`config.mk`:
```
export PLATFORM = sky130hd
export DESIGN_NAME = des_sbox_sequencer
export DESIGN_NICKNAME = d
export VERILOG_FILES = /design/src/rtl/des_sbox_sequencer.sv
export SDC_FILE = /design/constraint.sdc
export NUM_CORES = 1
export LEC_CHECK = 0
export ABC_AREA = 1
export CAP_MARGIN = 20
export CORE_MARGIN = 5
export CORE_UTILIZATION = 40
export DETAILED_ROUTE_END_ITERATION = 8
export DONT_BUFFER_PORTS = 1
export GPL_TIMING_DRIVEN = 0
export PLACE_DENSITY = 0.59
export SYNTH_ARGS = -nofsm -noshare
export SYNTH_HDL_FRONTEND = slang
export SYNTH_SLANG_ARGS = --single-unit
```
`constraint.sdc`:
```
create_clock -name clk -period 3.5 [get_ports clk]
set_input_delay 0.875 -clock clk [delete_from_list [all_inputs] [get_ports clk]]
set_output_delay 0.875 -clock clk [all_outputs]
set_load 0.02 [all_outputs]
```
`src/rtl/des_sbox_sequencer.sv`:
```
// des_sbox_sequencer
//   Time-multiplexed DES substitution stage. One 48-bit key-mixed word is
//   accepted. Its eight 6-bit chunks then go through a single shared lookup
//   path, one chunk per step, and the eight 4-bit results form a 32-bit word.
//
// Parameters
//   LOOKUP_REG  0: combinational lookup, one step per cycle
//               1: registered lookup, two cycles per step (issue, capture)
//
// Ports
//   clk        rising-edge clock
//   rst        asynchronous active-high reset
//   in_valid   in_data is valid
//   in_ready   block can accept a word (IDLE)
//   in_data    [1:48] S-box input; bits 1-6 feed S1, ..., bits 43-48 feed S8
//   out_valid  out_data holds a completed result (DONE)
//   out_ready  consumer accepts the result
//   out_data   [1:32] result; bits 1-4 come from S1, ..., bits 29-32 from S8
//   busy       high in RUN or DONE
module des_sbox_sequencer #(
    parameter int LOOKUP_REG = 0
) (
    input  logic        clk,
    input  logic        rst,
    input  logic        in_valid,
    output logic        in_ready,
    input  logic [1:48] in_data,
    output logic        out_valid,
    input  logic        out_ready,
    output logic [1:32] out_data,
    output logic        busy
);

    typedef enum logic [1:0] {
        IDLE = 2'd0,
        RUN  = 2'd1,
        DONE = 2'd2
    } state_t;

    // Each S-box is stored as 64 nibbles. Nibble n = row*16 + col, and the
    // leftmost hex digit is nibble 0. Each line below holds one row.
    localparam logic [0:7][255:0] SBOX_TABLE = {
        256'hE4D12FB83A6C5907_0F74E2D1A6CB9538_41E8D62BFC973A50_FC8249175B3EA06D,
        256'hF18E6B34972DC05A_3D47F28EC01A69B5_0E7BA4D158C6932F_D8A13F42B67C05E9,
        256'hA09E63F51DC7B428_D709346A285ECBF1_D6498F30B12C5AE7_1AD069874FE3B52C,
        256'h7DE3069A1285BC4F_D8B56F03472C1AE9_A690CB7DF13E5284_3F06A1D8945BC72E,
        256'h2C417AB6853FD0E9_EB2C47D150FA3986_421BAD78F9C5630E_B8C71E2D6F09A453,
        256'hC1AF92680D34E75B_AF427C9561DE0B38_9EF528C3704A1DB6_432C95FABE17608D,
        256'h4B2EF08D3C975A61_D0B7491AE35C2F86_14BDC37EAF680592_6BD814A7950FE23C,
        256'hD2846FB1A93E50C7_1FD8A374C56B0E92_7B419CE206ADF358_21E74A8DFC90356B
    };

    // The outer chunk bits (first and sixth) select the row. The inner four
    // bits select the column. Nibble n sits at bits 255-4n down to 252-4n.
    // Because n is 6 bits wide, 255-4n equals {~n, 2'b11}.
    function automatic logic [3:0] sbox_lookup(input logic [255:0] tbl,
                                               input logic [5:0]   chunk);
        logic [5:0] pos;
        pos = {chunk[5], chunk[0], chunk[4:1]};
        return tbl[{~pos, 2'b11} -: 4];
    endfunction

    state_t      state_reg, state_next;
    logic [1:48] word_reg;
    logic [2:0]  idx_reg;
    logic [1:32] data_reg;

    logic [5:0]  chunk_arr [8];
    logic [5:0]  chunk_sel;
    logic [3:0]  sbox_out  [8];
    logic [3:0]  lookup_sel;
    logic [3:0]  nibble_wr;
    logic        step_done;
    logic        accept;

    genvar gi;
    generate
        for (gi = 0; gi < 8; gi++) begin : g_sbox
            assign chunk_arr[gi] = word_reg[6*gi+1 : 6*gi+6];
            assign sbox_out[gi]  = sbox_lookup(SBOX_TABLE[gi], chunk_sel);
        end
    endgenerate

    // Shared path: one chunk is selected, and the matching S-box output is
    // taken from the same index.
    assign chunk_sel  = chunk_arr[idx_reg];
    assign lookup_sel = sbox_out[idx_reg];

    generate
        if (LOOKUP_REG != 0) begin : g_lookup_reg
            logic [3:0] lookup_reg;
            logic       phase_reg;   // 0: issue the lookup, 1: capture the nibble

            always_ff @(posedge clk or posedge rst) begin
                if (rst) begin
                    lookup_reg <= '0;
                    phase_reg  <= 1'b0;
                end else if (state_reg == RUN) begin
                    phase_reg <= ~phase_reg;
                    if (!phase_reg) begin
                        lookup_reg <= lookup_sel;
                    end
                end else begin
                    phase_reg <= 1'b0;
                end
            end

            assign nibble_wr = lookup_reg;
            assign step_done = (state_reg == RUN) && phase_reg;
        end else begin : g_lookup_comb
            assign nibble_wr = lookup_sel;
            assign step_done = (state_reg == RUN);
        end
    endgenerate

    assign accept    = (state_reg == IDLE) && in_valid;
    assign in_ready  = (state_reg == IDLE);
    assign out_valid = (state_reg == DONE);
    assign busy      = (state_reg != IDLE);
    assign out_data  = data_reg;

    always_ff @(posedge clk or posedge rst) begin
        if (rst) begin
            state_reg <= IDLE;
        end else begin
            state_reg <= state_next;
        end
    end

    always_comb begin
        state_next = state_reg;
        case (state_reg)
            IDLE: if (in_valid) state_next = RUN;
            RUN:  if (step_done && idx_reg == 3'd7) state_next = DONE;
            DONE: if (out_ready) state_next = IDLE;
            default: state_next = IDLE;
        endcase
    end

    // idx stops at 7 instead of wrapping. Only the next accept resets it.
    always_ff @(posedge clk or posedge rst) begin
        if (rst) begin
            word_reg <= '0;
            idx_reg  <= '0;
            data_reg <= '0;
        end else begin
            if (accept) begin
                word_reg <= in_data;
                idx_reg  <= 3'd0;
            end
            if (step_done) begin
                for (int i = 0; i < 8; i++) begin
                    if (idx_reg == 3'(i)) begin
                        data_reg[4*i+1 +: 4] <= nibble_wr;
                    end
                end
                if (idx_reg != 3'd7) begin
                    idx_reg <= idx_reg + 3'd1;
                end
            end
        end
    end

endmodule

```
### Word-level counts from Yosys, hierarchy flattened

Index checks and enable logic that the tools add are counted.

| storage, ports and cells | value |
|---|---|
| register bits after elaboration | 85 |
| bits of input ports | 52 |
| output and inout port bits | 35 |
| word-level logic and storage cells | 63 |

| operators by class | value |
|---|---|
| add/sub/neg operators | 1 |
| order comparisons | 1 |
| equal/unequal tests | 13 |
| shift operators | 8 |
| multiplexer cells | 13 |
| bitwise logic cells | 2 |
| reduce and logical (&&, ||, !) cells | 14 |

Operator list:

| operator | count |
|---|---|
| 259-bit by 9-bit indexed part select with 4-bit output (first input constant) | 8 |
| 6-bit binary-select mux with 3-bit select | 1 |
| 2-bit AND reduction | 8 |
| 4-bit binary-select mux with 3-bit select | 1 |
| 3-bit == test (second input constant) | 4 |
| 6-bit 2-to-1 mux | 2 |
| 3-bit 2-to-1 mux | 3 |
| 4-bit 2-to-1 mux | 2 |
| 3-bit by 2-bit == test with 1-bit output (second input constant) | 2 |
| 2-bit 2-to-1 mux | 3 |
| 6-bit NOT | 1 |
| 2-bit case mux with 3 select lines | 1 |
| 4-bit greater-or-equal comparator (second input constant) | 1 |
| 2-bit by 1-bit != test with 1-bit output (second input constant) | 2 |
| 3-bit NOT with 4-bit output | 1 |
| 3-bit by 1-bit adder with 3-bit output (second input constant) | 1 |
| 3-bit by 1-bit == test with 1-bit output (second input constant) | 1 |
| 3-bit zero test | 1 |
| 3-bit != test (second input constant) | 1 |
| 3-bit AND reduction | 1 |
| 2-bit by 1-bit == test with 1-bit output (second input constant) | 1 |
| 2-bit == test (second input constant) | 1 |
| 1-bit logical AND | 2 |
| 2-bit zero test | 1 |
| other kinds (2) | 2 |

### Logic depth before layout (Yosys ltp)

| logic depth | value |
|---|---|
| depth in word-level cells | 9 |
| gate-level depth with buffers | 24 |
| depth with buffers taken out | 21 |

### Worst setup path after synthesis

No wires, ideal clock.

| timing | value |
|---|---|
| path type | flip-flop to flip-flop |
| start point | reg idx_reg[0] |
| end point | reg data_reg (netlist bit out_data[12]) |
| data arrival time | 2.793 ns |
| data required time | 3.381 ns |
| path slack | 0.588 ns |
| stages on the path, launching flop included | 23 |
| buffers on the path | 5 |
| cell sequence | dfrtp_1 > buf_6 > inv_4 > buf_6 > buf_6 > nand2_1 > nand3_1 > nand3_1 > nand2_1 > ha_1 > clkbuf_1 > inv_1 > nand3_4 > buf_6 > nand3_2 > nand2_1 > nand2_1 > nand3_1 > nand3_1 > nand3_1 > nand2_1 > mux2i_1 > inv_1 |

| between the ends | value |
|---|---|
| longest elaborated chain between the ends | 9 |

Ends and longest elaborated chain:

| item | line | source |
|---|---|---|
| start: declaration | 65 | `logic [2:0] idx_reg;` |
| start signal: assignment | 158 | `idx_reg <= idx_reg + 3'd1;` |
| 3-bit NOT with 4-bit output (implied by the code) | 86, 87 |  |
| 6-bit binary-select mux with 3-bit select | 86 | `assign chunk_sel = chunk_arr[idx_reg];` |
| 6-bit 2-to-1 mux (implied by the code) (2 in a row) | 86 |  |
| 6-bit NOT | 60 | `return tbl[{~pos, 2'b11} -: 4];` |
| 259-bit by 9-bit indexed part select with 4-bit output | 60 |  |
| 4-bit binary-select mux with 3-bit select | 87 | `assign lookup_sel = sbox_out[idx_reg];` |
| 4-bit 2-to-1 mux (implied by the code) (2 in a row) | 87 |  |
| end signal: indexed assignment | 154 | `data_reg[4*i+1 +: 4] <= nibble_wr;` |
| end: declaration | 66 | `logic [1:32] data_reg;` |

Several ways; a longest one is shown, not always the timed one. The select of a mux whose other input is x is not followed.
A chain may end at the register's enable or synchronous reset.

### Worst setup path after layout

| timing | value |
|---|---|
| start point | reg idx_reg[0] |
| end point | reg data_reg (netlist bit out_data[17]) |

Same word-level chain as after synthesis.

==> impl_metrics.json <==
{
  "result_of_the_run": "complete, no violations",
  "yosysUniqueCellTypes": 30,
  "first_global_vias": 7157,
  "clk_pin_slew_ps": 60,
  "dp_cells": 1212,
  "critical_path.most_common_cell": "sky130_fd_sc_hd__nand3_1",
  "setup.worst_path.end_class": "register",
  "synth.cells.most_frequent": "303 x sky130_fd_sc_hd__nand2_1, 303 x sky130_fd_sc_hd__nand3_1, 85 x sky130_fd_sc_hd__dfrtp_1",
  "largest_reg_flops": 48,
  "seqCellArea_um2": 2130,
  "postSynthCellCount": 991,
  "drt-total-wl_um": 28900,
  "die_area_um2": 19400,
  "grt_first_pass_wirelength_um": 43900,
  "final_weighted_congestion_of_routability_driven_global_placement": 1.00,
  "synth_top_area_cell": "sky130_fd_sc_hd__dfrtp_1",
  "tightestPinTransition_ps": 843,
  "layout.cells.non_filler": 1228,
  "worstPathRequired_ps": 3730,
  "drt_pass1_iterations": 6,
  "placed_wire_length_estimate_um": 22000,
  "hold_slack_ps": 454,
  "layout_setup_ws_ps": 199,
  "yosys-top-cells-area": "sky130_fd_sc_hd__dfrtp_1 32%, sky130_fd_sc_hd__nand3_1 23%, sky130_fd_sc_hd__nand2_1 17%, sky130_fd_sc_hd__mux2_2 3.9%, sky130_fd_sc_hd__inv_1 3.4%",
  "syn_area_per_cell_um2": 6.74,
  "grt_setup_unrepaired": "false",
  "ys_warn_count": 0,
  "max_freq_ghz": 0.303,
  "synth-adder-area-share_pct": 2.62,
  "finalSetupViolCount": 0,
  "cpPeakStageDelay_ps": 390,
  "synth_top_area_share_pct": 31.8,
  "layout-drive-gt1-share_pct": 13.5,
  "clock_latency_late_sink_ps": 350,
  "grt_start_max_net_pins": 47,
  "start_util_pct": 40.6,
  "pin_count": 87,
  "postSynthNetCount": 1057,
  "max-slew-margin-rel_pct": 43.3,
  "groute.usage.overall_pct": 29.4,
  "crit_type": "register to register",
  "grt_antenna_before_repair": 0,
  "dieHeight_um": 139,
  "nFillCells": 1802,
  "globalRoute.totalOverflow": 0,
  "cts_max_level": 3,
  "yosys-mux-area-fraction_pct": 5.08,
  "antenna_violating_nets_post_route": 0,
  "routed_via_density": 5.91,
  "routed_via_count": 7259,
  "drt-wirelength-per-cell_um": 23.5,
  "cts_inserted_buffers": 9,
  "cts.sink_count": 85,
  "clk_path_buf_depth": 2,
  "cts_hold_repair.buffers": 0,
  "finalClockSkew_ps": 7.02,
  "yosys.area_share.xor_xnor_pct": 0,
  "core_area_um2": 16500,
  "ys_async_sr_fraction_pct": 100,
  "maxCapViolations": 0,
  "synth-compound-area-share_pct": 4.22,
  "cell_area_after_synthesis_um2": 6680,
  "core.rowCount": 47,
  "root_buffer": "sky130_fd_sc_hd__clkbuf_16",
  "synth-simple-area-share_pct": 47.0,
  "postSynthRegisterBits": 85,
  "synth_top_family_by_area": "simple AND/OR/NAND/NOR gates",
  "synth.yosys.seq_area_share_pct": 31.8,
  "hold_viol_final": 0,
  "worst_case_reg_to_reg_path_depth": 20,
  "dr.first_iter.drc_count": 847,
  "total_area_of_multi_input_combinational_cells_um2": 4020,
  "layout_worst_path_cycle_share_pct": 94.3,
  "dp_worst_setup_slack_ps": -525,
  "timing.critical_path.fanout_max": 10,
  "layout_min_cycle_time_ps": 3300,
  "cts_tree": "done",
  "insertedDiodeCount": 0,
  "critPathLaunchType": "register",
  "critPathArrivalTime_ps": 3530,
  "synth_enable_flop_cells": 0,
  "holdCritPathClass": "primary input to asynchronous set/reset pin",
  "die_w_um": 139,
  "design_area_um2": 7390,
  "crit_path_top_delay_cell": "sky130_fd_sc_hd__dfrtp_1",
  "worstPathCellList": "buf_6 > inv_4 > buf_6 > buf_6 > nand2_1 > nand3_1 > nand3_1 > nand2_4 > ha_4 > clkinvlp_4 > nand3_4 > nand3_2 > nand3_1 > nand3_1 > nand2_1 > nand2_1 > nand3_1 > nand3_2 > nand3_1 > nand2_1",
  "number_of_nets_at_the_end_of_the_flow": 1070,
  "synth_flop_cell": "sky130_fd_sc_hd__dfrtp_1",
  "drc_errors": 0,
  "port-buffer-count": 0,
  "maxSlewViolCount": 0,
  "dpl_cell_area_um2": 6980,
  "synthToLayoutAreaGrowth_pct": 10.7
}
-- worst paths after layout --
kind | start | endpoint | slack [ps]
setup / recovery | idx_reg[0] | out_data[17] | 200
hold / removal | rst | out_data[29] | 450
max in group asynchronous | rst | chunk_arr[8] | 2420
min in group clk | chunk_arr[17] | chunk_arr[17] | 510
setup reg to reg | idx_reg[0] | out_data[17] | 200
hold reg to reg | chunk_arr[17] | chunk_arr[17] | 510
-- per-stage QoR --
stage	setup TNS (ps)	util, %
2_1_floorplan	0	-
4_1_cts	0	44.3
6_report	0	44.9
3_3_place_gp	-59880	42.2
5_1_grt	0	44.9
3_5_place_dp	-14360	42.4
-- timing repair --
action	4_1_cts	5_1_grt
buffers inserted	0	2
gates resized for setup	5	22
pin swaps	0	2
endpoints found under the setup margin	32	31
gates cloned	0	0
-- metal layers --
layer	wire length [um]	GRT usage (%)
met1	12400	39.5
met2	12400	43.9
met3	2620	6.76
met4	1510	16.2
met5	0	0
-- worst max-delay path, delay by kind of cell (launching register included) --
kind                       cells  cell delay, ps
DFF                            1             390
and+or+nand+nor               14            1810
adders and majority gates      1             340
buffers and inverters          5             640
-- cell type report --
type                            instances  area share (%)
Inverter                               64            3.37
Sequential cell                        85            28.8
Clock buffer                           12            3.33
Buffer                                 61            5.21
Clock inverter                          3           0.626
Tap cell                              220            3.72
Timing Repair Buffer                    3           0.575
Multi-Input combinational cell        780            54.4
-- cell families (layout without fill, tap and decap cells) --
family / Yosys count / count (layout)
muxes: 31 / 31
AOI/OAI and AO/OA: 52 / 52
buffers and inverters: 126 / 143
and+or+nand+nor: 683 / 683
DFF: 85 / 85
adders and majority gates: 14 / 14
-- cell usage in the layout, fill, tap and decap left out, types with 3 or more instances in the layout --
master and count:
sky130_fd_sc_hd__nand2_1 299, sky130_fd_sc_hd__nand3_1 294, sky130_fd_sc_hd__dfrtp_1 84, sky130_fd_sc_hd__inv_1 58
sky130_fd_sc_hd__nor2_1 39, sky130_fd_sc_hd__a21oi_1 34, sky130_fd_sc_hd__nand3_2 27, sky130_fd_sc_hd__mux2_2 23
sky130_fd_sc_hd__clkbuf_1 20, sky130_fd_sc_hd__buf_2 17, sky130_fd_sc_hd__nand2_2 13, sky130_fd_sc_hd__ha_1 13
sky130_fd_sc_hd__buf_6 12, sky130_fd_sc_hd__buf_4 11, sky130_fd_sc_hd__o21ai_0 11, sky130_fd_sc_hd__clkbuf_16 9
sky130_fd_sc_hd__mux2i_1 8, sky130_fd_sc_hd__nand2_4 4, sky130_fd_sc_hd__clkbuf_4 3, sky130_fd_sc_hd__nand3_4 3
Power is left out: the tool's default activity adds up to more than one toggle a clock period on the data nets, which glitch-free logic cannot reach.
